<file path="config.mk">
export PLATFORM = sky130hd
export DESIGN_NAME = sccb_config_sequencer
export DESIGN_NICKNAME = d
export VERILOG_FILES = /design/src/rtl/sccb_pkg.sv /design/src/rtl/ov7670_reg_rom.sv /design/src/rtl/sccb_config_sequencer.sv
export SDC_FILE = /design/constraint.sdc
export NUM_CORES = 1
export LEC_CHECK = 0
export ABC_CLOCK_PERIOD_IN_PS = 2300
export CAP_MARGIN = 0
export CORE_AREA = 5 5 116 118
export DETAILED_ROUTE_END_ITERATION = 10
export DIE_AREA = 0 0 121 123
export SETUP_SLACK_MARGIN = 0.05
export SYNTH_ARGS = -nofsm -noshare
export SYNTH_HDL_FRONTEND = slang
export SYNTH_SLANG_ARGS = --single-unit
</file>
<file path="constraint.sdc">
create_clock -name clk -period 2.3 [get_ports clk]
set_input_delay 0.345 -clock clk [delete_from_list [all_inputs] [get_ports clk]]
set_output_delay 0.345 -clock clk [all_outputs]
set_load 0.01 [all_outputs]
</file>
<file path="src/rtl/sccb_pkg.sv">
// Shared types and constants for the OV7670 SCCB configuration sequencer.
package sccb_pkg;

  localparam logic [15:0] SCCB_END       = 16'hFFFF;
  localparam logic [15:0] SCCB_DELAY     = 16'hFFF0;
  localparam int          BITS_PER_WRITE = 27;

  typedef enum logic [2:0] {
    IDLE, FETCH, START, BIT, STOP, GAP, DELAY, DONE
  } sccb_state_t;

  typedef logic [15:0] rom_table_t [256];

  // Minimal power-up table: soft reset, settle, then RGB output with default scaling.
  localparam rom_table_t DEFAULT_TABLE = '{
    0: 16'h1280,
    1: SCCB_DELAY,
    2: 16'h1204,
    3: 16'h1100,
    4: 16'h0C00,
    5: 16'h3E00,
    default: SCCB_END
  };

  // The ninth bit of each byte is the slave's don't-care slot.
  function automatic logic is_ack_bit(input logic [4:0] bit_idx);
    return (bit_idx == 5'd8) || (bit_idx == 5'd17) || (bit_idx == 5'd26);
  endfunction

endpackage

</file>
<file path="src/rtl/ov7670_reg_rom.sv">
// 256 x 16 synchronous register-table ROM; one cycle from address to data.
module ov7670_reg_rom
  import sccb_pkg::*;
#(
  parameter rom_table_t TABLE = DEFAULT_TABLE
) (
  input  logic        clk,
  input  logic [7:0]  addr,
  output logic [15:0] data
);

  always_ff @(posedge clk) begin
    data <= TABLE[addr];
  end

endmodule

</file>
<file path="src/rtl/sccb_config_sequencer.sv">
// Walks the OV7670 register table and issues one three-phase SCCB write per
// entry, honouring delay and end-of-table markers.
module sccb_config_sequencer
  import sccb_pkg::*;
#(
  parameter int         QTR_CYCLES   = 63,
  parameter int         DELAY_CYCLES = 250000,
  parameter logic [7:0] DEVICE_ID    = 8'h42,
  parameter rom_table_t ROM_TABLE    = DEFAULT_TABLE
) (
  input  logic       clk,
  input  logic       reset,
  input  logic       start,
  output logic       sioc,
  output logic       siod,
  output logic       siod_oe,
  output logic       busy,
  output logic       done,
  output logic [7:0] reg_index
);

  localparam int            QW         = $clog2(QTR_CYCLES);
  localparam int            DW         = $clog2(DELAY_CYCLES + 1);
  localparam logic [QW-1:0] QTR_LAST   = QW'(QTR_CYCLES - 1);
  localparam logic [DW-1:0] DELAY_LAST = DW'(DELAY_CYCLES - 1);
  localparam logic [4:0]    LAST_BIT   = 5'(BITS_PER_WRITE - 1);

  sccb_state_t   state, state_nx;
  logic [QW-1:0] qcnt, qcnt_nx;
  logic [1:0]    phase, phase_nx;
  logic [4:0]    bit_cnt, bit_nx;
  logic [23:0]   shreg, sh_nx;
  logic [DW-1:0] dcnt, dcnt_nx;
  logic [7:0]    idx_nx;
  logic          fetch_wait, fetch_nx;
  logic          start_q, start_d;
  logic [15:0]   rom_data;
  logic          start_rise, qtr_end, ack_bit, advance;

  ov7670_reg_rom #(.TABLE(ROM_TABLE)) u_rom (
    .clk  (clk),
    .addr (reg_index),
    .data (rom_data)
  );

  assign start_rise = start_q & ~start_d;
  assign qtr_end    = (qcnt == QTR_LAST);
  assign ack_bit    = is_ack_bit(bit_cnt);
  assign busy       = (state != IDLE) && (state != DONE);
  assign done       = (state == DONE);

  always_ff @(posedge clk) begin
    if (reset) begin
      state      <= IDLE;
      qcnt       <= '0;
      phase      <= '0;
      bit_cnt    <= '0;
      shreg      <= '0;
      dcnt       <= '0;
      reg_index  <= '0;
      fetch_wait <= 1'b0;
      start_q    <= 1'b0;
      start_d    <= 1'b0;
    end else begin
      state      <= state_nx;
      qcnt       <= qcnt_nx;
      phase      <= phase_nx;
      bit_cnt    <= bit_nx;
      shreg      <= sh_nx;
      dcnt       <= dcnt_nx;
      reg_index  <= idx_nx;
      fetch_wait <= fetch_nx;
      start_q    <= start;
      start_d    <= start_q;
    end
  end

  always_comb begin
    state_nx = state;
    qcnt_nx  = qcnt;
    phase_nx = phase;
    bit_nx   = bit_cnt;
    sh_nx    = shreg;
    dcnt_nx  = dcnt;
    idx_nx   = reg_index;
    fetch_nx = fetch_wait;
    advance  = 1'b0;
    sioc     = 1'b1;
    siod     = 1'b1;
    siod_oe  = 1'b1;

    if (state inside {START, BIT, STOP, GAP}) begin
      qcnt_nx = qtr_end ? '0 : qcnt + 1'b1;
    end

    case (state)
      IDLE, DONE: begin
        if (start_rise) begin
          state_nx = FETCH;
          idx_nx   = '0;
          fetch_nx = 1'b0;
        end
      end
      // First cycle lets the ROM register the entry; second cycle decodes it.
      FETCH: begin
        fetch_nx = 1'b1;
        if (fetch_wait) begin
          fetch_nx = 1'b0;
          if (rom_data == SCCB_END) begin
            state_nx = DONE;
          end else if (rom_data == SCCB_DELAY) begin
            state_nx = DELAY;
            dcnt_nx  = '0;
          end else begin
            state_nx = START;
            sh_nx    = {DEVICE_ID, rom_data};
            qcnt_nx  = '0;
            phase_nx = '0;
            bit_nx   = '0;
          end
        end
      end
      START: begin
        siod = 1'b0;
        sioc = (phase == 2'd0);
        if (qtr_end) begin
          phase_nx = (phase == 2'd1) ? 2'd0 : phase + 1'b1;
          if (phase == 2'd1) state_nx = BIT;
        end
      end
      BIT: begin
        sioc    = phase[1];
        siod_oe = ~ack_bit;
        siod    = ack_bit ? 1'b1 : shreg[23];
        if (qtr_end) begin
          phase_nx = phase + 1'b1;
          if (phase == 2'd3) begin
            if (!ack_bit) sh_nx = {shreg[22:0], 1'b0};
            if (bit_cnt == LAST_BIT) state_nx = STOP;
            else bit_nx = bit_cnt + 1'b1;
          end
        end
      end
      STOP: begin
        sioc = (phase != 2'd0);
        siod = (phase == 2'd2);
        if (qtr_end) begin
          phase_nx = (phase == 2'd2) ? 2'd0 : phase + 1'b1;
          if (phase == 2'd2) state_nx = GAP;
        end
      end
      GAP: begin
        if (qtr_end) begin
          phase_nx = phase + 1'b1;
          advance  = (phase == 2'd3);
        end
      end
      DELAY: begin
        dcnt_nx = dcnt + 1'b1;
        advance = (dcnt == DELAY_LAST);
      end
      default: ;
    endcase

    // The last table slot finishes the run instead of wrapping the index.
    if (advance) begin
      if (reg_index == 8'hFF) begin
        state_nx = DONE;
      end else begin
        state_nx = FETCH;
        idx_nx   = reg_index + 1'b1;
        fetch_nx = 1'b0;
      end
    end
  end

endmodule

</file>
## Word-level counts from Yosys, hierarchy flattened

Memories as Yosys holds them, arrays and structs flattened. A register that Yosys moved wholly into a read port is not among the register bits.
Index checks and enable logic that the tools add are counted.

- Flip-flop bits (word level): 69
- Memory bits (read-only): 4096
- Input port bits: 3
- Output and inout bits: 13
- Memories kept: 1

Memory list:

| name | depth | bits a word | read ports | clocked after memory_dff | write ports | line | text |
|---|---|---|---|---|---|---|---|
| (name not given) | 256 | 16 | 1 | 1 | 0 | ov7670_reg_rom.sv:13 | `data <= TABLE[addr];` |

- Add/sub/neg operators: 5
- Equal/unequal tests: 39
- Muxes and demuxes: 62
- Bitwise operators: 4
- Reduce and logical (&&, ||, !) cells: 19

Operators with widths:

| cell | number |
|---|---|
| 24-bit 2-to-1 mux | 6 |
| 18-bit 2-to-1 mux | 3 |
| 24-bit case mux with 2 select lines | 1 |
| 3-bit 2-to-1 mux | 13 |
| 6-bit 2-to-1 mux | 6 |
| 18-bit case mux with 2 select lines | 1 |
| 16-bit == test, second input constant | 2 |
| 8-bit 2-to-1 mux | 4 |
| 5-bit 2-to-1 mux | 6 |
| 3-bit inequality test, second input constant | 7 |
| 7-bit AND reduction | 3 |
| 18-bit by 1-bit adder with 18-bit output, second input constant | 1 |
| 18-bit == test, second input constant | 1 |
| 2-bit inequality test, second input constant | 9 |
| 2-bit 2-to-1 mux | 8 |
| 3-bit case mux with 5 select lines | 1 |
| 3-bit == test, second input constant | 4 |
| 5-bit == test, second input constant | 2 |
| 5-bit case mux with 2 select lines | 1 |
| 10-bit AND reduction | 1 |
| 3-bit by 2-bit inequality test with 1-bit output, second input constant | 3 |
| 8-bit inverter with 9-bit output | 1 |
| 8-bit by 1-bit adder with 8-bit output, second input constant | 1 |
| 8-bit == test, second input constant | 1 |
| other kinds (26) | 43 |

## Depth between registers and ports, before layout

- Depth in word-level cells: 7
- Depth in mapped cells: 9

## By module

From an unflattened synthesis, not the netlist that was laid out.

- Cells, all modules: 533
- Area, all modules: 4516.8 um^2

By module, submodules not included:

| module | instances | cells each | area each (um^2) | seq. area each (um^2) |
|---|---|---|---|---|
| sccb_config_sequencer | 1 | 499 | 4155.2 | 1381.3 |
| ov7670_reg_rom | 1 | 34 | 361.6 | 180.2 |

## Worst setup path before layout

OpenSTA, ideal clock, no wires.

- Kind: register -> register
- From: register qcnt[0]
- To: register state[0]
- Setup time: 0.116 ns
- Data arrival time: 1.759 ns
- Required time: 2.184 ns
- Setup slack: 0.425 ns
- Stages on the path, launching flop included: 8
- Cells stage by stage: dfxtp_1 -> inv_1 -> ha_1 -> and4_1 -> and3_1 -> o221ai_1 -> or4_1 -> o211a_1

- Word-level cells in the longest chain between the ends: 5
- Elaborated cells between the ends (all ways): 15
- Classes of those cells: 10 x eq/ne; 3 x mux; 2 x reduce/logical

RTL lines:

| element | line | text |
|---|---|---|
| from (decl) | sccb_config_sequencer.sv:29 | `logic [QW-1:0] qcnt, qcnt_nx;` |
| from (signal assigned) | sccb_config_sequencer.sv:66 | `qcnt <= qcnt_nx;` |
| 6-bit == test (*) | sccb_config_sequencer.sv:47 | `assign qtr_end = (qcnt == QTR_LAST);` |
| 1-bit 2-to-1 mux | sccb_config_sequencer.sv:153 | `if (qtr_end) begin` |
| 1-bit case mux with 2 select lines | sccb_config_sequencer.sv:96 | `case (state)` |
| 3-bit by 2-bit inequality test with 1-bit output (no line) (tied with other cells) | -- |  |
| 10-bit AND reduction (no line) | -- |  |
| to (signal assigned) | sccb_config_sequencer.sv:65 | `state <= state_nx;` |
| to (decl) | sccb_config_sequencer.sv:28 | `sccb_state_t state, state_nx;` |

Mark *: on every way between the ends. The rest lies on a longest branch, timed or not.
A chain may end at the register's enable or synchronous reset.

## Worst setup path after layout

- From: register state[0]
- To: output done

- Word-level cells in the longest chain between the ends: 1

RTL lines:

| element | line | text |
|---|---|---|
| 3-bit == test | sccb_config_sequencer.sv:50 | `assign done = (state == DONE);` |
| to (decl) | sccb_config_sequencer.sv:18 | `output logic done,` |

No other way between the ends.

==> report_table.html <==
<table>
<tr><th>Metric</th><th>Value</th></tr>
<tr><th colspan="2">CTS</th></tr>
<tr><td>Total number of H-tree levels</td><td>3</td></tr>
<tr><td>CTS max path bufs</td><td>2</td></tr>
<tr><td>Clk pin slew, worst setup/hold paths</td><td>60 ps</td></tr>
<tr><td>Clock buffer count from CTS</td><td>9</td></tr>
<tr><td>Clock insertion delay at the later pin of the skew report</td><td>330 ps</td></tr>
<tr><td>Count of clock tree sinks</td><td>78</td></tr>
<tr><td>TritonCTS clock tree</td><td>built</td></tr>
<tr><td>Hold buffer count at CTS</td><td>0</td></tr>
<tr><td>Clock Tree Root</td><td>clkbuf_16</td></tr>
<tr><th colspan="2">Floorplan</th></tr>
<tr><td>Number of core rows</td><td>41</td></tr>
<tr><td>Total die area</td><td>14,900 sq um</td></tr>
<tr><td>Placeable core region</td><td>12,400 sq um</td></tr>
<tr><td>Starting utilization of the core area</td><td>34.0%</td></tr>
<tr><td>Chip Width</td><td>~120 microns</td></tr>
<tr><td>I/O pin cnt</td><td>16</td></tr>
<tr><td>Vertical extent of the die</td><td>123 microns</td></tr>
<tr><th colspan="2">Worst setup path</th></tr>
<tr><td>Type of element capturing the critical path</td><td>output pin</td></tr>
<tr><td>Critical path startpoint category</td><td>flip-flop</td></tr>
<tr><td>CP delay by family, top</td><td>buffers and inverters</td></tr>
<tr><td>Worst path slowest cell</td><td>clkdlybuf4s50_1</td></tr>
<tr><td>Worst path cell trace</td><td>buf_4, and3_1, clkdlybuf4s50_1</td></tr>
<tr><td>Crit path buf inv count</td><td>2</td></tr>
<tr><td>Worst Path Max Fanout</td><td>14</td></tr>
<tr><td>Worst Setup Path Type</td><td>flip-flop to output pin</td></tr>
<tr><td>Data required, critical path</td><td>1960 ps</td></tr>
<tr><td>Worst path max stage delay</td><td>570 ps</td></tr>
<tr><td>Arrival time reported for the critical path endpoint</td><td>approximately 1800 ps</td></tr>
<tr><th colspan="2">Global routing</th></tr>
<tr><td>GRT Resource Usage Total</td><td>13.6%</td></tr>
<tr><td>First-pass GRT wire length</td><td>16,500 microns</td></tr>
<tr><td>Total gr overflow</td><td>0</td></tr>
<tr><td>Initial antenna violation count</td><td>0</td></tr>
<tr><td>Via count of the first global-routing pass</td><td>3,488</td></tr>
<tr><td>Largest net degree at the start of global routing</td><td>19</td></tr>
<tr><th colspan="2">Timing</th></tr>
<tr><td>Final Hold Slack</td><td>roughly 470 ps</td></tr>
<tr><td>Relative max-transition margin</td><td>67.8%</td></tr>
<tr><td>Maximum frequency from static timing analysis</td><td>0.463 GHz</td></tr>
<tr><td>Max-slew violations</td><td>0</td></tr>
<tr><td>Time the worst path needs with I/O delays and setup</td><td>around 2200 ps</td></tr>
<tr><td>Setup repair after global routing missed its margin</td><td>no</td></tr>
<tr><td>Hold violation count in the final report</td><td>0</td></tr>
<tr><td>Period Utilization, post-route</td><td>93.8%</td></tr>
<tr><td>Largest clock skew in the final design</td><td>6.76 ps</td></tr>
<tr><td>Measured slew at the worst slew-check pin</td><td>484 ps</td></tr>
<tr><td>Setup_tns</td><td>0 ps</td></tr>
<tr><td>Final setup viols</td><td>0</td></tr>
<tr><th colspan="2">Yosys</th></tr>
<tr><td>Syn_nets</td><td>507</td></tr>
<tr><td>Number of storage elements in the synthesis netlist</td><td>78</td></tr>
<tr><td>Synth Instances</td><td>between 400 and 500</td></tr>
<tr><td>Area of the mapped netlist</td><td>4210 sq um</td></tr>
<tr><td>Post-synth EDFFs</td><td>0</td></tr>
<tr><td>Count of distinct cell types in the synthesized netlist</td><td>54</td></tr>
<tr><td>Area contributors post-synth</td><td>dfxtp_1 37%, ha_1 6.0%, o211a_1 4.5%</td></tr>
<tr><td>Largest area contributor in the netlist</td><td>dfxtp_1</td></tr>
<tr><td>Share of flip-flops with an asynchronous set or reset after synthesis</td><td>0%</td></tr>
<tr><td>Portion of synthesized cell area occupied by the leading cell type</td><td>37.1%</td></tr>
<tr><td>YS warnings</td><td>0</td></tr>
<tr><td>Main flop type after synthesis</td><td>dfxtp_1</td></tr>
<tr><td>Post-synthesis area per instance</td><td>8.69 sq um</td></tr>
<tr><td>Sequential cell area fraction in the yosys report</td><td>a little under two fifths</td></tr>
<tr><th colspan="2">Power and ir drop</th></tr>
<tr><td>Worst IR drop on VDD</td><td>between 300 and 400 uV</td></tr>
<tr><td>Switching power share of the total</td><td>slightly below 30%</td></tr>
<tr><td>Portion of total power attributed to sequential cells</td><td>between 40% and 50%</td></tr>
<tr><td>Leakage component of the power</td><td>2.04 nW</td></tr>
<tr><td>Power density cells</td><td>758 nW/um^2</td></tr>
<tr><td>Internal power component</td><td>2.67 mW</td></tr>
<tr><td>Clock network fraction of design power</td><td>38.3%</td></tr>
<tr><td>Combinational share of power</td><td>21.6%</td></tr>
<tr><td>Net Sw Power</td><td>1.10 mW</td></tr>
<tr><th colspan="2">Route</th></tr>
<tr><td>Met2 wire length</td><td>4480 microns</td></tr>
<tr><td>Detailed Route Iter0 Violations</td><td>196</td></tr>
<tr><td>Routed length on met1</td><td>about 4700 microns</td></tr>
<tr><td>Number of iterations in the first detailed-routing pass</td><td>4</td></tr>
<tr><td>Number of remaining DRC errors</td><td>0</td></tr>
<tr><td>Routed Antenna Nets</td><td>0</td></tr>
<tr><td>Top Layer Used</td><td>met4</td></tr>
<tr><td>DR WL/cell</td><td>~14 microns</td></tr>
<tr><td>Sum of routed wire length over all layers</td><td>9650 microns</td></tr>
<tr><td>Vias per cell</td><td>slightly above 5</td></tr>
<tr><td>Total number of vias</td><td>3,575</td></tr>
<tr><td>Wire length on met3</td><td>233 microns</td></tr>
<tr><th colspan="2">Final layout</th></tr>
<tr><td>Layout overhead on the synthesized area</td><td>18.6%</td></tr>
<tr><td>Most frequent cells in the layout</td><td>75 x dfxtp_1, 45 x nand2_1, 37 x nor2_1, 29 x buf_4, 28 x o21ai_0</td></tr>
<tr><td>Ant. Diodes</td><td>0</td></tr>
<tr><td>Most common cell after layout, fill and taps aside</td><td>dfxtp_1</td></tr>
<tr><td>Final nets</td><td>537</td></tr>
<tr><td>Fraction of layout instances using a drive strength above 1</td><td>11.8%</td></tr>
<tr><th colspan="2">Outcome</th></tr>
<tr><td>Result of the run</td><td>completed</td></tr>
<tr><th colspan="2">Run</th></tr>
<tr><td>Max-cap violations</td><td>0</td></tr>
<tr><th colspan="2">Placed design</th></tr>
<tr><td>Last weighted congestion value of the routability-driven placer</td><td>between 0.8 and 0.9</td></tr>
<tr><td>Post-detailed-placement half-perimeter wirelength</td><td>7020 microns</td></tr>
<tr><td>IO buf count</td><td>15</td></tr>
<tr><th colspan="2">Hold path</th></tr>
<tr><td>Min-delay worst type</td><td>flip-flop to flip-flop</td></tr>
</table>
## flip-flops by register name, indices dropped and copies added (netlist names)
register    flops
phase           2
bit_cnt         5
state           3
shreg          24
reg_index       8
dcnt           18
fetch_wait      1
u_rom.data      9
qcnt            6
start_q         1
start_d         1
## through the flow
stage | setup slack, ps | area (sq um) | cells | util, % | power [mW]
global placement | 133 | 4650 | 672 | 37.6 | 2.34
global route | 45.2 | 4990 | 691 | 40.3 | 3.96
finish | 142 | 4990 | 691 | 40.3 | 3.78
floorplan | 425 | 4210 | 484 | - | 2.09
detailed placement | 65.1 | 4650 | 672 | 37.6 | 2.37
CTS | 62.2 | 4970 | 689 | 40.2 | 3.83
## layer usage
metal	global-route usage (%)	up-vias
met5	0	-
met1	18.0	1674
met3	1.88	17
met4	7.37	0
met2	21.5	50
li1	-	1834
## logic make-up after synthesis
| logic type | Yosys count | synth area share [%] |
|---|---|---|
| XOR/XNOR | 19 | 4.14 |
| AND/OR/NAND/NOR | 184 | 23.5 |
| buffers and inverters | 45 | 4.55 |
| multiplexers | 16 | 3.93 |
| flip-flops | 78 | 37.1 |
| adder cells (fa/ha/maj) | 20 | 5.95 |
| AO/OA/AOI/OAI | 122 | 20.8 |
## synth_stat cells, drive strengths merged, types with 4 or more instances
library cell and count:
dfxtp 78, nand2 45, nor2 37, o21ai 29, a21oi 25, ha 20, inv 20, o211a 19
nand4 18, o211ai 16, nand3 15, xor2 15, clkbuf 13, buf 12, mux2i 12, or3 12
and3 9, nor2b 9, and2 8, o2111ai 7, and4 5, nor3 5, a21boi 4, mux2 4
xnor2 4
## worst paths after layout
check             endpoint  cells after the start  startpoint  slack, ps
setup / recovery      done                      3    state[0]        140
hold / removal    shreg[0]                      2    shreg[0]        470
setup reg to reg  shreg[0]                     10  bit_cnt[1]        190
hold reg to reg   shreg[0]                      2    shreg[0]        470
## tightest hold or removal path, delay by kind of cell (launching register included)
kind / cells / cell delay [ps]
flip-flops: 1 / 310
multiplexers: 1 / 50
AND/OR/NAND/NOR: 1 / 50
## layout make-up
class / instances / area [sq um]
fillers: 1250 / 7380
multi-input cells: 361 / 2460
flip-flops and latches: 78 / 1570
repair buffers: 44 / 363
clock buffers: 11 / 253
well taps: 172 / 215
inverters: 20 / 75.1
clock inverters: 5 / 57.6
## power groups by stage
stage	Clock (mW)	Combinational [mW]	Sequential [mW]
final	1.45	0.816	1.52
after floorplan	0	0.571	1.52
after global routing	1.53	0.899	1.53
after global placement	0	0.805	1.54
after CTS	1.49	0.825	1.51
after detailed placement	0	0.825	1.54
## repair_timing
| item | CTS | global route |
|---|---|---|
| endpoints found under the setup margin | 5 | 5 |
| resized for setup | 7 | 3 |
| pin swaps | 0 | 3 |
| buffers inserted | 1 | 2 |
Note: power is estimated with default switching activity, not from simulation.
